<file path="src/rtl/display_page_controller.sv">
// Picks which 16-bit debug value the four-digit display shows: button/auto page
// stepping, periodic tear-free snapshots and a timed priority override.
module display_page_controller #(
  parameter int NUM_PAGES       = 4,
  parameter int DEBOUNCE_CYCLES = 1_000_000,
  parameter int ROTATE_CYCLES   = 200_000_000,
  parameter int SNAPSHOT_CYCLES = 10_000_000,
  parameter int OVR_HOLD_CYCLES = 100_000_000
) (
  input  logic                         clk,
  input  logic                         reset_n,
  input  logic [15:0]                  page_val [NUM_PAGES],
  input  logic                         btn_next,
  input  logic                         auto_en,
  input  logic                         ovr_req,
  input  logic [15:0]                  ovr_val,
  output logic                         ovr_ack,
  output logic                         ovr_active,
  output logic [$clog2(NUM_PAGES)-1:0] page_idx,
  output logic [3:0]                   dig [4]
);

  localparam int PW     = $clog2(NUM_PAGES);
  localparam int DB_W   = (DEBOUNCE_CYCLES > 2) ? $clog2(DEBOUNCE_CYCLES) : 1;
  localparam int ROT_W  = (ROTATE_CYCLES > 2)   ? $clog2(ROTATE_CYCLES)   : 1;
  localparam int SNAP_W = (SNAPSHOT_CYCLES > 2) ? $clog2(SNAPSHOT_CYCLES) : 1;
  localparam int HOLD_W = (OVR_HOLD_CYCLES > 2) ? $clog2(OVR_HOLD_CYCLES) : 1;

  localparam logic [DB_W-1:0]   DB_MAX    = DB_W'(DEBOUNCE_CYCLES - 1);
  localparam logic [ROT_W-1:0]  ROT_MAX   = ROT_W'(ROTATE_CYCLES - 1);
  localparam logic [SNAP_W-1:0] SNAP_MAX  = SNAP_W'(SNAPSHOT_CYCLES - 1);
  localparam logic [HOLD_W-1:0] HOLD_MAX  = HOLD_W'(OVR_HOLD_CYCLES - 1);
  localparam logic [PW-1:0]     PAGE_LAST = PW'(NUM_PAGES - 1);

  typedef enum logic {
    ST_NORMAL   = 1'b0,
    ST_OVERRIDE = 1'b1
  } state_t;

  state_t            r_state;
  state_t            w_state_next;
  logic              r_sync1;
  logic              r_sync2;
  logic              r_db_level;
  logic              r_db_level_d;
  logic [DB_W-1:0]   r_db_cnt;
  logic [ROT_W-1:0]  r_rot_cnt;
  logic [SNAP_W-1:0] r_snap_cnt;
  logic [HOLD_W-1:0] r_hold_cnt;
  logic [PW-1:0]     r_page;
  logic [15:0]       r_disp;
  logic              r_ack;
  logic              r_force_refresh;

  logic w_step;
  logic w_rot;
  logic w_hold_done;
  logic w_refresh;
  logic w_accept;
  logic w_exit;
  logic w_advance;

  // Button path: two-flop synchronizer, then a level must persist for the
  // full debounce window before it is believed.
  always_ff @(posedge clk) begin
    if (!reset_n) begin
      r_sync1      <= 1'b0;
      r_sync2      <= 1'b0;
      r_db_level   <= 1'b0;
      r_db_level_d <= 1'b0;
      r_db_cnt     <= '0;
    end else begin
      r_sync1      <= btn_next;
      r_sync2      <= r_sync1;
      r_db_level_d <= r_db_level;
      if (r_sync2 == r_db_level) begin
        r_db_cnt <= '0;
      end else if (r_db_cnt == DB_MAX) begin
        r_db_level <= r_sync2;
        r_db_cnt   <= '0;
      end else begin
        r_db_cnt <= r_db_cnt + 1'b1;
      end
    end
  end

  assign w_step      = r_db_level & ~r_db_level_d;
  assign w_rot       = (r_state == ST_NORMAL) & auto_en & (r_rot_cnt == ROT_MAX);
  assign w_hold_done = (r_hold_cnt == HOLD_MAX);
  assign w_refresh   = (r_snap_cnt == SNAP_MAX) | r_force_refresh;

  always_ff @(posedge clk) begin
    if (!reset_n) begin
      r_state <= ST_NORMAL;
    end else begin
      r_state <= w_state_next;
    end
  end

  // An override request always wins over a same-cycle step or rotation.
  always_comb begin
    w_state_next = r_state;
    w_accept     = 1'b0;
    w_exit       = 1'b0;
    w_advance    = 1'b0;
    case (r_state)
      ST_NORMAL: begin
        if (ovr_req) begin
          w_accept     = 1'b1;
          w_state_next = ST_OVERRIDE;
        end else if (w_step || w_rot) begin
          w_advance = 1'b1;
        end
      end
      ST_OVERRIDE: begin
        if (ovr_req) begin
          w_accept = 1'b1;
        end else if (w_step || w_hold_done) begin
          w_exit       = 1'b1;
          w_state_next = ST_NORMAL;
        end
      end
      default: w_state_next = ST_NORMAL;
    endcase
  end

  always_ff @(posedge clk) begin
    if (!reset_n) begin
      r_rot_cnt       <= '0;
      r_snap_cnt      <= '0;
      r_hold_cnt      <= '0;
      r_page          <= '0;
      r_disp          <= '0;
      r_ack           <= 1'b0;
      r_force_refresh <= 1'b0;
    end else begin
      if ((r_state == ST_OVERRIDE) || w_accept || !auto_en || w_step || w_rot) begin
        r_rot_cnt <= '0;
      end else begin
        r_rot_cnt <= r_rot_cnt + 1'b1;
      end

      if (r_snap_cnt == SNAP_MAX) begin
        r_snap_cnt <= '0;
      end else begin
        r_snap_cnt <= r_snap_cnt + 1'b1;
      end

      if (w_accept || (r_state != ST_OVERRIDE) || w_exit) begin
        r_hold_cnt <= '0;
      end else begin
        r_hold_cnt <= r_hold_cnt + 1'b1;
      end

      if (w_advance) begin
        r_page <= (r_page == PAGE_LAST) ? '0 : r_page + 1'b1;
      end

      // Whole-word capture so the four digits always come from one sample.
      if (w_accept) begin
        r_disp <= ovr_val;
      end else if ((r_state == ST_NORMAL) && w_refresh) begin
        r_disp <= page_val[r_page];
      end

      r_ack           <= w_accept;
      r_force_refresh <= w_advance | w_exit;
    end
  end

  assign ovr_ack    = r_ack;
  assign ovr_active = (r_state == ST_OVERRIDE);
  assign page_idx   = r_page;

  for (genvar gi = 0; gi < 4; gi++) begin : g_dig
    assign dig[gi] = r_disp[4*gi +: 4];
  end

endmodule

</file>
<file path="config.mk">
export PLATFORM = sky130hd
export DESIGN_NAME = display_page_controller
export DESIGN_NICKNAME = d
export VERILOG_FILES = /design/src/rtl/display_page_controller.sv
export SDC_FILE = /design/constraint.sdc
export NUM_CORES = 1
export LEC_CHECK = 0
export ABC_CLOCK_PERIOD_IN_PS = 3290
export BUFFER_PORTS_ARGS = -buffer_cell sky130_fd_sc_hd__buf_2
export CAP_MARGIN = 20
export CORE_MARGIN = 4
export CORE_UTILIZATION = 60
export DETAILED_ROUTE_END_ITERATION = 7
export PLACE_DENSITY = 0.85
export RECOVER_POWER = 50
export SYNTH_ARGS = -nofsm -noshare
export SYNTH_HDL_FRONTEND = slang
export SYNTH_SLANG_ARGS = --single-unit
export TNS_END_PERCENT = 50
</file>
<file path="constraint.sdc">
create_clock -name clk -period 3.29 [get_ports clk]
set_input_delay 0.658 -clock clk [delete_from_list [all_inputs] [get_ports clk]]
set_output_delay 0.658 -clock clk [all_outputs]
set_load 0.01 [all_outputs]
</file>
# [Word-level counts from Yosys, hierarchy flattened]
# Index checks and enable logic that the tools add are counted.
[classes] reduce_logical=16 magnitude_cmp=1 muxes=16 eq_ne=6 bitwise_logic=10 n_addsub=5
[op_table] cell="2-to-1 mux 16 bit" count=4
[op_table] cell="binary-select mux 16 bit (select 2 bit)" count=1
[op_table] cell="adder 28 x 1 -> 28 bit, second input constant" count=1
[op_table] cell="equality test 28 bit, second input constant" count=1
[op_table] cell="adder 27 x 1 -> 27 bit, second input constant" count=1
[op_table] cell="equality test 27 bit, second input constant" count=1
[op_table] cell="adder 24 x 1 -> 24 bit, second input constant" count=1
[op_table] cell="equality test 24 bit, second input constant" count=1
[op_table] cell="adder 20 x 1 -> 20 bit, second input constant" count=1
[op_table] cell="equality test 20 bit, second input constant" count=1
[op_table] cell="2-to-1 mux 1 bit" count=9
[op_table] cell="logical OR 1 bit" count=8
[op_table] cell="OR reduction 2 bit" count=3
[op_table] cell="inverter 1 bit" count=4
[op_table] cell="bitwise AND 1 bit" count=3
[op_table] cell="greater-or-equal comparator 3 bit, second input constant" count=1
[op_table] cell="inverter 2 -> 3 bit" count=1
[op_table] cell="OR reduction 3 bit" count=1
[op_table] cell="adder 2 x 1 -> 2 bit, second input constant" count=1
[op_table] cell="equality test 2 bit, second input constant" count=1
[op_table] cell="2-to-1 mux 2 bit" count=1
[op_table] cell="bitwise OR 1 bit" count=2
[op_table] cell="one-hot mux 1 bit (2 select lines)" count=1
[op_table] cell="AND reduction 2 bit" count=1
[op_table] cell="4 further kinds" count=4
[word_totals] output_inout_bits=20 wordCells=67 input_bits=85 register_bits=124

# [Longest topological paths before layout]
# Gate-level depths: netlist of the first run.
[logic_depth] word_depth=8 ltp_mapped=8 mapped_depth_nobuf=6

# [Least setup slack after synthesis of the first run]
# Ideal clock, no wire load.
[synth_timing] path_kind="input-to-reg" start="input port auto_en" end="register r_rot_cnt[13]" required_time_ns=3.175 path_slack_ns=1.103 n_path_buf=2 arrival_ns=2.072 setup_ns=0.115 cell_stages=7 cell_sequence="nor4b_1 > nand4_1 > or4_1 > buf_2 > o21ai_4 > buf_6 > nor2_1"
[synth_via] elab_chain_cells=5 word_cells_on_any_way=7 classes_between="bitwise (2); reduce/logical (5)"
[synth_rtl] item="start: declaration" line_no="14" text="input logic auto_en,"
[synth_rtl] item="zero test 1 bit" line_no="137" text="if ((r_state == ST_OVERRIDE) || w_accept || !auto_en || w_step || w_rot) begin"
[synth_rtl] item="logical OR 1 bit (2 in a row)" line_no="137"
[synth_rtl] item="logical OR 1 bit *" line_no="137"
[synth_rtl] item="OR reduction 2 bit (no source line) *"
[synth_rtl] item="end signal: assignment" line_no="140" text="r_rot_cnt <= r_rot_cnt + 1'b1;"
[synth_rtl] item="end: declaration" line_no="47" text="logic [ROT_W-1:0] r_rot_cnt;"
# Every way passes the cells marked *; elsewhere a longest branch is shown, timed or not.
# A chain may end at the register's enable or synchronous reset.

# [Worst setup path in the final report of the first run]
[layout_timing] start="register r_state, in the netlist ovr_active" end="register r_rot_cnt[27]"
[layout_via] elab_chain_cells=5 word_cells_on_any_way=8 classes_between="bitwise (3); reduce/logical (5)"
[layout_rtl] item="start: declaration" line_no="40" text="state_t r_state;"
[layout_rtl] item="start signal: assignment" line_no="96" text="r_state <= w_state_next;"
[layout_rtl] item="inverter 1 bit / logical OR 1 bit (equally long branches)"
[layout_rtl] item="bitwise AND 1 bit / logical OR 1 bit (equally long branches) (2 in a row)" line_no="88, 137"
[layout_rtl] item="logical OR 1 bit *" line_no="137"
[layout_rtl] item="OR reduction 2 bit (no source line) *"
# Marks and branches as above.

==> results.ini, run 1 <==
[logic_synthesis]
synthFlopType = dfxtp_1
ys_seq_area_share_pct = 41.5
syn_inst = 654
yosysWarnings = 0
synth_nets = 744
syn_area_um2 = 5980
syn_area_per_cell_um2 = 9.14
async_flop_share_pct = 0
synth_edf_count = 0
ys_seq_elements = 124
ys_types = 49

[clocking]
clk_path_buf_depth = 2
postCtsHoldBufs = 0
htreeDepth = 4
cts_buffers = 17
cts_setup_buffers = 0
ctsResizeCount = 0
clk_pin_slew_ns = 0.06
clock_latency_ns = 0.52
cts_tree = built
cts_sinks = 124
cts_root_buf = clkbuf_8

[die]
ios = 105
fp.dieW_um = 108
dieArea_um2 = 11600
dieHeight_um = 108
fp.coreArea_um2 = 9730
initial_core_util_pct = 61.5
rows = 36

[cells_and_area]
layout.cells.non_filler = 903
syn_to_final_growth_pct = 19.7
final_common_cell = dfxtp_1
antenna_cells = 0
multi_input_area_um2 = 3320
area.sequential_um2 = 2480
layout-drive-gt1-share_pct = 18.3
nNetsFinal = 847
final_cell_mix = dfxtp_1 (124), nor2_1 (111), buf_2 (84)
nFillCells = 697
finalInstanceArea_um2 = 7160

[sta]
timing.setup.tns_ns = 0
min_period_over_period_pct = 83.5
max_freq_mhz = 364
min_period_ns = 2.75
skew_ns = 0.00862
setup_viol = 0
worst_slew_pin_slew_ns = 1.48
rsz0062_at_grt = false
slew_violations = 0
slew_headroom_pct = 1.20
finalHoldViolations = 0

[global_routing]
grt_pass1_wl_um = 25300
grt.total_usage_pct = 27.6
antenna_found_initial = 0
grt_max_degree = 33
grt_pass1_vias = 5343
grt_remaining_overflow = 0

[power]
leakage_nw = 2.75
worst_ir_drop_vdd_v = 0.000437
powerDensity_nw_per_um2 = 512

[setup_path]
cp-startpoint = ovr_active$_SDFF_PN0_
arrival_ns = 3.11
cp-endpoint = r_rot_cnt[27]$_SDFF_PP0_
start_kind = flip-flop
end_kind = flip-flop
crit_path_top_delay_cell = o21ai_1
cp.required_ns = 3.65
r2r_cells = 5
r2r-end = r_rot_cnt[27]$_SDFF_PP0_
path_class = reg2reg
crit_fanout = 15
crit_path_cell_trace = nor4b_1, nand4_1, or4_1, o21ai_1, nor2_1
max_stage_delay_ns = 0.89
rr_startpoint = ovr_active$_SDFF_PN0_
r2r_slack_ns = 0.54

[placed_design]
hpwl_um = 10500
post_dp_cell_area_um2 = 6590
dp_cells = 871
place.gp.congestion = 0.936
portBuffers = 104

[routing]
num_vias = 5286
viasPerCell = 5.85
wirelength_um = 15000
wire_per_inst_um = 16.6
antenna_left = 0
dr.pass1.iters = 5
drtIter0Drc = 347
drc = 0

[run_status]
outcome = completed

[min_path]
min_path_type = in2reg

[flow_run]
max-cap-violations = 0

[routing by layer]
layer	track usage, %	part of all wire, %	vias up
li1	-	-	2520
met1	32.0	40	2553
met2	47.7	52	174
met3	7.74	5.4	39
met4	11.4	2.5	0
met5	0	0	-
[through the flow]
stage | utilization, % | hold WS, ns | setup slack (ns) | total power [mW]
after global placement | 67.7 | 0.415 | 0.809 | 1.74
final | 73.6 | 0.389 | 0.544 | 3.67
after detailed placement | 67.7 | 0.430 | 0.682 | 1.75
after CTS | 74.1 | 0.373 | 0.780 | 3.69
after floorplan | - | 0.412 | 1.10 | 1.66
after global routing | 73.6 | 0.371 | 0.278 | 3.78
[how the worst min path moves through the flow]
| stage | from | endpoint | cells after the start |
|---|---|---|---|
| 2_1_floorplan | r_sync1$_SDFF_PN0_ | r_sync2$_SDFF_PN0_ | 1 |
| 3_3_place_gp | r_sync1$_SDFF_PN0_ | r_sync2$_SDFF_PN0_ | 1 |
| 3_5_place_dp | r_sync1$_SDFF_PN0_ | r_sync2$_SDFF_PN0_ | 1 |
| 4_1_cts | btn_next | r_sync1$_SDFF_PN0_ | 2 |
| 5_1_grt | btn_next | r_sync1$_SDFF_PN0_ | 2 |
| 6_report | btn_next | r_sync1$_SDFF_PN0_ | 2 |
[synth_stat cells, types with 4 or more instances]
| master | instances | area share (%) |
|---|---|---|
| and2_1 | 7 | 0.73 |
| inv_1 | 10 | 0.63 |
| xor2_1 | 48 | 7.0 |
| or4_1 | 6 | 0.75 |
| buf_2 | 10 | 0.84 |
| nand3_1 | 39 | 3.3 |
| nor3_1 | 16 | 1.3 |
| and4_1 | 13 | 1.9 |
| o21ai_0 | 7 | 0.59 |
| clkbuf_1 | 8 | 0.50 |
| and3_1 | 17 | 1.8 |
| a21oi_1 | 6 | 0.50 |
| mux4_2 | 16 | 6.0 |
| nand2_1 | 58 | 3.6 |
| xnor2_1 | 36 | 5.3 |
| nor4_1 | 11 | 1.2 |
| o211a_1 | 16 | 2.7 |
| nand4_1 | 27 | 2.8 |
| mux2i_1 | 19 | 3.2 |
| dfxtp_1 | 124 | 42 |
| nor2_1 | 111 | 7.0 |
| ha_1 | 5 | 1.0 |
| nor4b_1 | 4 | 0.59 |
[where the power goes]
group | switching [mW] | leakage (nW) | internal [mW]
logic | 0.0894 | 1.45 | 0.0855
clock network | 0.669 | 0.302 | 1.28
registers | 0.0155 | 1.00 | 1.52
[cells by family (layout without fill, tap and decap cells)]
family                     Yosys count  after routing  synth area share [%]
adders and majority gates            5              5                  1.05
buffers and inverters               36            152                  2.76
and+or+nand+nor                    328            328                  27.7
muxes                               35             35                  9.21
DFF                                124            124                  41.5
xor gates and xnor gates            84             84                  12.3
AOI/OAI and AO/OA                   42             42                  5.46
[worst max-delay path, delay by kind of cell (launching register included)]
| kind | cells | cell delay [ns] |
|---|---|---|
| and+or+nand+nor | 4 | 1.28 |
| DFF | 1 | 0.40 |
| AOI/OAI and AO/OA | 1 | 0.89 |
[cell type report]
class                   count  share of cell area (%)
clock buffers              20                    6.36
well taps                 133                    2.32
repair buffers            110                    7.46
inverters                  10                   0.524
flip-flops and latches    124                    34.7
multi-input cells         494                    46.3
clock inverters            12                    2.34
[state kept, by name (all words and copies together), names as in the netlist]
signal and flops:
r_db_level_d 1, r_hold_cnt 27, r_snap_cnt 24, ovr_ack 1, r_disp 16, r_db_level 1, r_db_cnt 20, r_sync2 1
r_force_refresh 1, page_idx 2, r_rot_cnt 28, r_sync1 1, ovr_active 1
Note: power is estimated with default switching activity, not from simulation.
==> inputs of run 2 (changes only) <==
Settings changed: ABC_CLOCK_PERIOD_IN_PS 3290 to 2500, CORE_UTILIZATION 60 to 51, PLACE_DENSITY 0.85 to 0.77.
Clock period 3.29 ns to 2.5 ns, I/O delays scaled along.
==> run 2 against run 1 <==
Cell count grew 2.4%. Core utilization fell by 9.9 points. Global-route usage decreased by 5.7 points. Register-to-register slack got worse by 0.29 ns. Critical endpoint is now r_hold_cnt[19]$_SDFF_PP0_.
==> results.ini, run 2 (synthesis results as in run 1) <==
[cells_and_area]
antenna_cells = 0
layout.cells.non_filler = 925
syn_to_final_growth_pct = 22.2
largest_reg_flops = 28
nNetsFinal = 860
reg_top3 = r_rot_cnt: 28 flops, r_hold_cnt: 27 flops, r_snap_cnt: 24 flops
top_register = r_rot_cnt
final_common_cell = dfxtp_1
final_cell_mix = dfxtp_1 (124), nor2_1 (111), buf_2 (85)
layout-drive-gt1-share_pct = 19.7
nFillCells = 934

[routing]
drc = 0
viasPerCell = 5.72
antenna_left = 0
num_vias = 5290
wire_per_inst_um = 15.2
drtIter0Drc = 267
dr.pass1.iters = 5
wirelength_um = 14100

[power]
p_int_mw = 3.82
switchingPower_mw = 1.03
powerDensity_nw_per_um2 = 664
pwr-share-seq_pct = 41.8
worst_ir_drop_vdd_v = 0.000377
p_clk_share_pct = 53.5
leakage_nw = 2.83
combinationalPowerShare_pct = 4.7
swShare_pct = 21.2

[global_routing]
antenna_found_initial = 0
met1_usage_pct = 25.6
grt_max_degree = 33
use_met2_pct = 38.6
use_met3_pct = 5.54
grt-busiest-layer = met2
grt_pass1_wl_um = 23700
grt.total_usage_pct = 21.9
grt_pass1_vias = 5208
grt_remaining_overflow = 0

[sta]
max_freq_mhz = 446
worst_slew_pin_slew_ns = 1.21
finalHoldViolations = 0
min_period_over_period_pct = 89.8
setup_viol = 0
rsz0062_at_grt = false
slew_headroom_pct = 19.4
skew_ns = 0.00547
timing.setup.tns_ns = 0
slew_violations = 0
min_period_ns = 2.24

[die]
fp.coreArea_um2 = 11500
ios = 105
rows = 39
dieHeight_um = 116
initial_core_util_pct = 52.2
dieArea_um2 = 13500
fp.dieW_um = 116

[clocking]
cts_root_buf = clkbuf_16
clk_pin_slew_ns = 0.05
ctsResizeCount = 0
clock_latency_ns = 0.41
cts_sinks = 124
clk_path_buf_depth = 2
htreeDepth = 4
postCtsHoldBufs = 0
cts_setup_buffers = 0
cts_tree = built
cts_buffers = 17

[setup_path]
start_kind = flip-flop
crit_path_top_delay_cell = nor4_1
rr_startpoint = r_hold_cnt[0]$_SDFF_PP0_
max_stage_delay_ns = 0.41
crit_path_cell_trace = ha_1, nand3_1, or2_2, nor4_1, clkbuf_1, nand3b_1, buf_12, nor2_1
end_kind = flip-flop
r2r-end = r_hold_cnt[19]$_SDFF_PP0_
crit_fanout = 27
cp.required_ns = 2.80
r2r_cells = 8
r2r_slack_ns = 0.26
path_class = reg2reg
arrival_ns = 2.55

[flow_run]
max-cap-violations = 0

[min_path]
min_path_type = in2reg
hp-start = btn_next
whs_path_depth = 2
min_to = r_sync1$_SDFF_PN0_

[placed_design]
place.gp.congestion = 0.920
dp_cells = 894
portBuffers = 104
hpwl_um = 10000

[run_status]
outcome = completed

## run 2: cell count changes in the layout (fill, tap and decap cells not counted), sizes merged
cell	delta
buf	+8
clkbuf	+3
clkinvlp	-2
inv	+3
## run 2: final cells by class
cell class                      instances  area, um^2  area share [%]
Timing Repair Buffer                  123         642            8.78
Multi-Input combinational cell        494        3340            45.7
Clock buffer                           18         439            6.01
Inverter                               10        37.5           0.514
Tap cell                              143         179            2.45
Clock inverter                         13         190            2.60
Sequential cell                       124        2480            34.0
## run 2: worst max-delay path by stage
stage	startpoint	to	slack, ns	cells after the start
finish	r_hold_cnt[0]$_SDFF_PP0_	r_hold_cnt[19]$_SDFF_PP0_	0.26	8
global route	r_hold_cnt[0]$_SDFF_PP0_	r_hold_cnt[3]$_SDFF_PP0_	0.11	8
CTS	r_hold_cnt[0]$_SDFF_PP0_	r_hold_cnt[3]$_SDFF_PP0_	0.28	8
detailed placement	auto_en	r_rot_cnt[3]$_SDFF_PP0_	0.22	6
global placement	auto_en	r_rot_cnt[15]$_SDFF_PP0_	0.29	6
floorplan	auto_en	r_rot_cnt[24]$_SDFF_PP0_	0.47	7
## run 2: through the flow
step	setup WS (ns)	hold WS (ns)	instance area (um^2)	utilization, %	total power [mW]
after floorplan	0.471	0.412	5980	-	2.19
final	0.256	0.302	7310	63.7	4.85
after global routing	0.109	0.300	7310	63.7	5.00
after global placement	0.286	0.427	6750	58.9	2.30
after CTS	0.281	0.288	7380	64.3	4.90
after detailed placement	0.222	0.425	6750	58.9	2.31
## run 2: routing by layer
metal / share of wire [%] / routed length, um
met1: 41 / 5820
met2: 51 / 7120
met3: 5.9 / 831
met4: 2.1 / 302
met5: 0 / 0
## run 2: critical path, delay by kind of cell (launching register included)
kind | cells | cell delay [ns]
and+or+nand+nor | 5 | 1.11
adders and majority gates | 1 | 0.26
DFF | 1 | 0.37
buffers and inverters | 2 | 0.39
## run 2: power groups by stage
stage / Sequential (mW) / Combinational (mW) / Clock [mW]
floorplan: 2.08 / 0.110 / 0
global placement: 2.07 / 0.232 / 0
detailed placement: 2.07 / 0.241 / 0
CTS: 2.02 / 0.242 / 2.64
global route: 2.03 / 0.253 / 2.72
finish: 2.02 / 0.230 / 2.59
